<file path="config.mk">
export PLATFORM = sky130hd
export DESIGN_NAME = sbox_array
export DESIGN_NICKNAME = d
export VERILOG_FILES = /design/src/rtl/sbox_array.sv
export SDC_FILE = /design/constraint.sdc
export NUM_CORES = 2
export LEC_CHECK = 0
export BUFFER_PORTS_ARGS = -buffer_cell sky130_fd_sc_hd__buf_2
export CAP_MARGIN = 10
export CORE_MARGIN = 2
export CORE_UTILIZATION = 50
export DETAILED_ROUTE_END_ITERATION = 6
export PLACE_DENSITY_LB_ADDON = 0.25
export SYNTH_ARGS = -nofsm -noshare
export SYNTH_HDL_FRONTEND = slang
export SYNTH_SLANG_ARGS = --single-unit
</file>
<file path="constraint.sdc">
create_clock -name clk -period 1.36 [get_ports clk]
set_input_delay 0.272 -clock clk [delete_from_list [all_inputs] [get_ports clk]]
set_output_delay 0.272 -clock clk [all_outputs]
set_load 0.02 [all_outputs]
</file>
<file path="src/rtl/sbox_array.sv">
// ============================================================================
// Module      : sbox_array
// Description : LANES-wide AES S-box substitution pipeline (1 or 2 stages)
//               with valid/ready handshake. Define SBOX_ARRAY_INV_EN to add
//               the per-word inverse S-box selected by in_inv.
// Revision    : 1.0 - initial release
// ============================================================================
`default_nettype none

module sbox_array #(
    parameter int LANES  = 4,
    parameter int STAGES = 1
) (
    input  logic               clk,
    input  logic               reset,
    input  logic               in_valid,
    output logic               in_ready,
    input  logic               in_inv,
    input  logic [8*LANES-1:0] in_data,
    output logic               out_valid,
    input  logic               out_ready,
    output logic [8*LANES-1:0] out_data
);

    localparam int W = 8 * LANES;

    // GF(2^8) arithmetic modulo x^8 + x^4 + x^3 + x + 1
    function automatic logic [7:0] gf_mul(input logic [7:0] a, input logic [7:0] b);
        logic [7:0] p;
        logic [7:0] x;
        p = 8'h00;
        x = a;
        for (int i = 0; i < 8; i++) begin
            if (b[i]) p = p ^ x;
            x = {x[6:0], 1'b0} ^ (x[7] ? 8'h1B : 8'h00);
        end
        return p;
    endfunction

    // a^254 is the multiplicative inverse, and maps 0 to 0 as the S-box needs
    function automatic logic [7:0] gf_inv(input logic [7:0] a);
        logic [7:0] sq;
        logic [7:0] acc;
        sq  = a;
        acc = 8'h01;
        for (int i = 1; i < 8; i++) begin
            sq  = gf_mul(sq, sq);
            acc = gf_mul(acc, sq);
        end
        return acc;
    endfunction

    function automatic logic [7:0] rotl(input logic [7:0] v, input int n);
        return (v << n) | (v >> (8 - n));
    endfunction

    function automatic logic [7:0] fwd_sbox(input logic [7:0] v);
        logic [7:0] b;
        b = gf_inv(v);
        return b ^ rotl(b, 1) ^ rotl(b, 2) ^ rotl(b, 3) ^ rotl(b, 4) ^ 8'h63;
    endfunction

`ifdef SBOX_ARRAY_INV_EN
    function automatic logic [7:0] inv_sbox(input logic [7:0] v);
        return gf_inv(rotl(v, 1) ^ rotl(v, 3) ^ rotl(v, 6) ^ 8'h05);
    endfunction
`endif

    logic [W-1:0] sub_d;

    for (genvar k = 0; k < LANES; k++) begin : g_lane
`ifdef SBOX_ARRAY_INV_EN
        assign sub_d[8*k +: 8] = in_inv ? inv_sbox(in_data[8*k +: 8])
                                        : fwd_sbox(in_data[8*k +: 8]);
`else
        assign sub_d[8*k +: 8] = fwd_sbox(in_data[8*k +: 8]);
`endif
    end

`ifndef SBOX_ARRAY_INV_EN
    logic unused_inv;
    assign unused_inv = in_inv;
`endif

    logic         s1_valid_q, s1_valid_d;
    logic [W-1:0] s1_data_q,  s1_data_d;
    logic         s1_adv;
    logic         s1_load;

    assign in_ready = !s1_valid_q || s1_adv;
    assign s1_load  = in_valid && in_ready;

    always_comb begin
        s1_valid_d = s1_valid_q;
        s1_data_d  = s1_data_q;
        if (s1_load) begin
            s1_valid_d = 1'b1;
            s1_data_d  = sub_d;
        end else if (s1_adv) begin
            s1_valid_d = 1'b0;
        end
    end

    always_ff @(posedge clk or negedge reset) begin
        if (!reset) begin
            s1_valid_q <= 1'b0;
            s1_data_q  <= '0;
        end else begin
            s1_valid_q <= s1_valid_d;
            s1_data_q  <= s1_data_d;
        end
    end

    if (STAGES == 2) begin : g_two
        logic         s2_valid_q, s2_valid_d;
        logic [W-1:0] s2_data_q,  s2_data_d;

        assign s1_adv = !s2_valid_q || out_ready;

        // Stage 2 is a plain retiming register for the stage-1 lookup result
        always_comb begin
            s2_valid_d = s2_valid_q;
            s2_data_d  = s2_data_q;
            if (s1_valid_q && s1_adv) begin
                s2_valid_d = 1'b1;
                s2_data_d  = s1_data_q;
            end else if (out_ready) begin
                s2_valid_d = 1'b0;
            end
        end

        always_ff @(posedge clk or negedge reset) begin
            if (!reset) begin
                s2_valid_q <= 1'b0;
                s2_data_q  <= '0;
            end else begin
                s2_valid_q <= s2_valid_d;
                s2_data_q  <= s2_data_d;
            end
        end

        assign out_valid = s2_valid_q;
        assign out_data  = s2_data_q;
    end else begin : g_one
        assign s1_adv    = out_ready;
        assign out_valid = s1_valid_q;
        assign out_data  = s1_data_q;
    end

endmodule

`default_nettype wire

</file>
* Word level (Yosys, flattened, before mapping) *
Cells that the tools add are included.

storage, ports and cells
  bits in registers = 33
  latch bits = 0
  bits in writable memories = 0
  bits in read-only memories = 0
  bits of input ports = 37
  output and inout port bits = 34
  logic and storage cells = 1,612
  memories = 0

cells by class
  $add $sub $neg = 0
  multipliers = 0
  divide/modulo/power cells = 0
  order comparisons = 0
  eq/ne operators = 0
  shift-type cells = 0
  muxes and demuxes = 814
  bitwise gates (word level) = 792
  reduce and logical (&&, ||, !) cells = 4

operators by type and width
  kind                             number
  two-way mux 8 bit                420
  XOR 8 bit                        380
  XOR 8 x 5 -> 8 bit               364
  two-way mux 5 bit                368
  bitwise OR 8 x 1 -> 8 bit        4
  bitwise OR 8 x 2 -> 8 bit        4
  bitwise OR 8 x 3 -> 8 bit        4
  bitwise OR 8 x 4 -> 8 bit        4
  two-way mux 7 bit                4
  NOT 1 bit, first input constant  28
  two-way mux 6 bit                4
  two-way mux 4 bit                4
  NOT 4 bit                        4
  two-way mux 3 bit                4
  two-way mux 2 bit                4
  two-way mux 1 bit                6
  nonzero test 2 bit               1
  logical AND 1 bit                1
  zero test 1 bit                  1
  logical OR 1 bit                 1

* Longest topological paths before layout *
  depth after elaboration = 133
  gate-level depth with buffers = 70
  mapped depth without buffers = 60

* Worst setup path before layout *
Ideal clock, no wire load.

  path kind = input port to flip-flop
  from = input port in_data[0]
  to = register s1_data_q[1] (netlist: out_data[1])
  setup time = 0.076 ns
  arrival time = 16.021 ns
  data required time = 1.284 ns
  path slack = -14.737 ns
  stages on the path = 68
  path buffers = 10
  cell sequence = ha_1 -> buf_2 -> nand2_1 -> xor2_1 -> inv_1 -> clkbuf_1 -> clkbuf_1 -> ha_1 -> clkbuf_1 -> nand2_1 -> a31o_2 -> mux2i_2 -> xnor2_1 -> xnor2_1 -> ha_1 -> inv_1 -> nand3_1 -> a211oi_1 -> [... 32 more ...] -> xnor2_1 -> mux4_2 -> xnor2_2 -> buf_2 -> mux2i_1 -> o211a_1 -> nand2_1 -> nand3_1 -> a21oi_1 -> or4_1 -> a21o_1 -> nand3_1 -> clkbuf_1 -> a211oi_1 -> a2111oi_0 -> xnor2_1 -> xnor3_1 -> o21ai_1

between the ends
  longest elaborated chain between the ends = 130
  elaborated cells on any way between the ends = 387
  classes of those cells = mux: 196; bitwise: 191

ends and longest elaborated chain
  what                       line  RTL
  from (decl)                19    input logic [8*LANES-1:0] in_data,
  two-way mux 8 bit          34    if (b[i]) p = p ^ x;
  XOR 8 bit                  34
  two-way mux 8 bit          34
  XOR 8 bit                  34
  two-way mux 8 bit          34
  XOR 8 bit                  34
  two-way mux 8 bit          34
  XOR 8 bit                  34
  [... 112 more ...]         -
  XOR 8 bit                  34
  two-way mux 8 bit          34
  XOR 8 bit                  34
  two-way mux 8 bit (*)      34
  bitwise OR 8 x 1 -> 8 bit  54    return (v << n) | (v >> (8 - n));
  XOR 8 bit (3 in series)    60    return b ^ rotl(b, 1) ^ rotl(b, 2) ^ rotl(b, 3) ^ rotl(b, 4) ^ 8'h63;
  XOR 8 bit (*)              60
  NOT 4 bit (no line) (*)    -
  to (signal assigned)       110   s1_data_q <= s1_data_d;
  to (decl)                  86    logic [W-1:0] s1_data_q, s1_data_d;

Mark *: on every way between the ends. The rest lies on a longest branch, timed or not.
A chain may end at the register's enable or synchronous reset.

* Worst setup path in the final report *
  from = input port in_data[0]
  to = register s1_data_q[7] (netlist: out_data[7])

between the ends
  longest elaborated chain between the ends = 128
  elaborated cells on any way between the ends = 386
  classes of those cells = mux: 196; bitwise: 190

ends and longest elaborated chain
  what                       line
  two-way mux 8 bit          34
  XOR 8 bit                  34
  two-way mux 8 bit          34
  XOR 8 bit                  34
  two-way mux 8 bit          34
  XOR 8 bit                  34
  two-way mux 8 bit          34
  XOR 8 bit                  34
  [... 110 more ...]         -
  two-way mux 8 bit          34
  XOR 8 bit                  34
  two-way mux 8 bit          34
  XOR 8 bit                  34
  two-way mux 8 bit (*)      34
  bitwise OR 8 x 1 -> 8 bit  54
  XOR 8 bit (3 in series)    60
  XOR 8 bit (*)              60

Marks and branches as above.

==> summary.txt <==
Outcome
  • Status: finished, violations left
  • Violated checks: setup timing

Timing
  • Max-slew violation total from the final report: 0
  • Worst slew pin tran: 0.740 ns
  • Tcrit/Tclk final: 9.85
  • Slew headroom: 0.499
  • RSZ-0062 raised after global routing: yes
  • Final setup viols: 32
  • Period minus WS final: 13.39 ns
  • Final Skew: 0.00441 ns
  • Setup WS post-layout: -12.03 ns
  • Fmax: roughly 75 MHz
  • Endpoints failing hold: 0

Yosys
  • Main synth FF type: dfrtp_1
  • Synth Register Bits: 33
  • Number of flops mapped to enable cells by yosys: 0
  • Post-synthesis sequential area ratio: 0.0138
  • Cells after Synth: 8,162
  • Post-synth cell types: about 130
  • Top-count cell post-synth: xnor2_1
  • Synth area leader: xnor2_1
  • Syn_area_per_cell: 7.34 um2
  • Synth async-reset ratio: 1.00
  • Synthesized net count: between 8,000 and 9,000
  • Synth top area share: 0.222
  • Synth top area cells: xnor2_1, xnor3_1, nor2_1, xor2_1, nand2_1
  • Mapped Area: roughly 60,000 um2
  • Syn. warnings: 0
  • Post-synth top cells: xnor2_1, nor2_1, nand2_1

Routing
  • Vias per inst: 5.81
  • WL/cell: 17.7 um
  • Iter 0 DRT Violations: between 7,000 and 8,000
  • Post-route DRC: 0
  • TritonRoute pass-1 iters: 6
  • Post-route ant nets: 0
  • Vias: 69,400
  • Drt total wl: 212,000 um

Worst setup path
  • CP arrival: 13.55 ns
  • Critical path peak fanout: 8
  • Register-to-register setup slack: 0.23 ns
  • Reg-to-Reg End: out_data[17]
  • Worst setup path startpoint: in_data[0]
  • Max stage delay on crit path: roughly 0.54 ns
  • Slowest CP cell: mux4_2
  • Crit path launch type: input port
  • R2R Path Start: out_valid
  • Worst path required time: 1.52 ns
  • Critical Path Sink Type: flop
  • Worst reg-to-reg path cell count: 5
  • WS Path Type: input port to flop

Flow run
  • Max Cap Viol: 0

Clock network
  • H-tree depth: 2
  • Hold-fix buffers, CTS: 0
  • CTS tree: built
  • Maximum clock path buffer count: 2
  • Worst-Skew Late Latency: 0.28 ns
  • CTS clk-pin slew, worst paths: ~0.06 ns
  • CTS buffer count: 5
  • Clock root cell: clkbuf_16
  • Num Clock Sinks: 33

Die
  • Core area: 118,000 um2
  • Cell Rows: 126
  • Die area: 123,000 um2
  • Die Y-Extent: 350 um
  • Num ports: 71
  • Initial Utilization: 0.506
  • Die W: 350 um

Place
  • Final GP Congestion: roughly 0.96
  • IO Port Bufs: just under 70
  • Post-DP HPWL: 156,000 um
  • Pre-CTS setup slack: -12.78 ns

Finish
  • # diodes: 0
  • Final #Nets: approximately 10,000
  • Share of cells above drive strength 1: 0.379
  • Area growth from synthesis to layout: 46.0%

Global routing
  • Met1 Track Usage GR: 0.418
  • Vias in the first global route: roughly 67,000
  • GRT Max-Usage Layer: met2
  • First-pass GRT wire length: about 340,000 um
  • Largest net degree at the start of global routing: 65
  • Overflow after GRT: 0
  • GR Util met3: 0.0187
  • GR Util All Layers: 0.321
  • Antenna violations before repair: 0
  • Met2 GRT Util: 0.576

Min path
  • Worst hold path type: input port to async pin
==> cells by family (layout without fill, tap and decap cells) <==
logic type	Yosys count	after routing	share of synthesized area
buffers and inverters	665	2857	0.0468
flip-flops	33	33	0.0138
AO/OA/AOI/OAI	1755	1755	0.195
adder cells (fa/ha/maj)	34	34	0.00685
AND/OR/NAND/NOR	2917	2917	0.216
multiplexers	292	292	0.0508
XOR/XNOR	2466	2466	0.470
==> metrics by stage <==
stage          TNS, ns  hold WS (ns)  area, um2  utilization  cells
2_1_floorplan  -384.64       -0.0236      62300            -   8162
3_3_place_gp   -381.65         0.312      80400        0.679  11600
3_5_place_dp   -391.60         0.318      80400        0.679  11600
4_1_cts        -366.84        0.0216      84100        0.710  11800
5_1_grt        -394.62        0.0413      87500        0.739  12000
6_report       -376.77        0.0147      87500        0.739  12000
==> layer usage <==
layer | routed length, um | vias up
met5 | 0 | -
li1 | - | 32900
met3 | 12100 | 472
met1 | 88100 | 33300
met4 | 5200 | 0
met2 | 106000 | 2735
==> worst max-delay path: cells and delay by family <==
kind	cells	cell delay [ns]
compound gates	16	3.02
xor+xnor	11	2.66
fa+ha+maj	4	1.00
buf+inv	8	1.02
mux	10	2.82
simple gates	14	2.72
==> worst max-delay path by stage <==
stage	endpoint	slack [ns]	depth (start not counted)
final	out_data[7]	-12.03	63
after global routing	out_data[6]	-12.59	64
after CTS	out_data[5]	-11.87	62
after detailed placement	out_data[14]	-12.78	58
after global placement	out_data[14]	-12.26	61
after floorplan	out_data[0]	-12.51	66
==> final cells by class <==
cell class | count | area (um2)
tap | 1600 | 2000
sequential | 33 | 826
multi-input combinational | 7464 | 62700
fill | 8669 | 30900
inverter | 97 | 393
clock buffer | 5 | 125
clock inverter | 3 | 17.5
timing repair buffer | 2752 | 21400
==> cells in the final DEF, fill, tap and decap left out, types with 37 or more instances in the layout <==
| cell type | Yosys | layout |
|---|---|---|
| a211oi_1 | 93 | 71 |
| a21oi_1 | 427 | 397 |
| a22oi_1 | 47 | 41 |
| a31oi_1 | 79 | 70 |
| and2_1 | 54 | 51 |
| buf_12 | 0 | 38 |
| buf_2 | 144 | 60 |
| buf_4 | 31 | 2542 |
| buf_6 | 1 | 107 |
| inv_1 | 66 | 54 |
| mux2_2 | 56 | 44 |
| mux2i_1 | 226 | 198 |
| nand2_1 | 827 | 805 |
| nand2b_1 | 73 | 68 |
| nand3_1 | 235 | 228 |
| nand4_1 | 40 | 40 |
| nor2_1 | 1093 | 1052 |
| nor2b_1 | 54 | 37 |
| nor3_1 | 287 | 267 |
| o211ai_1 | 71 | 71 |
| o21ai_0 | 340 | 302 |
| o21ai_1 | 61 | 87 |
| o22ai_1 | 109 | 99 |
| or3_1 | 55 | 46 |
| xnor2_1 | 1517 | 1251 |
| xnor2_2 | 108 | 291 |
| xnor2_4 | 22 | 105 |
| xnor3_1 | 299 | 231 |
| xnor3_2 | 12 | 80 |
| xor2_1 | 422 | 336 |
| xor2_2 | 36 | 92 |
==> repair_timing <==
item                                    in CTS  in global routing
gates cloned                                 2                  1
pin swaps                                  264                277
setup buffers                              179                139
endpoints found under the setup margin      32                 32
resized for setup                          397                418
==> sequential cells by signal, indices dropped and copies added (netlist names) <==
| name | flops |
|---|---|
| out_data | 32 |
| out_valid | 1 |
Power is not shown: default switching activity piles up to over one toggle a cycle in this logic, so the estimate is an artifact.
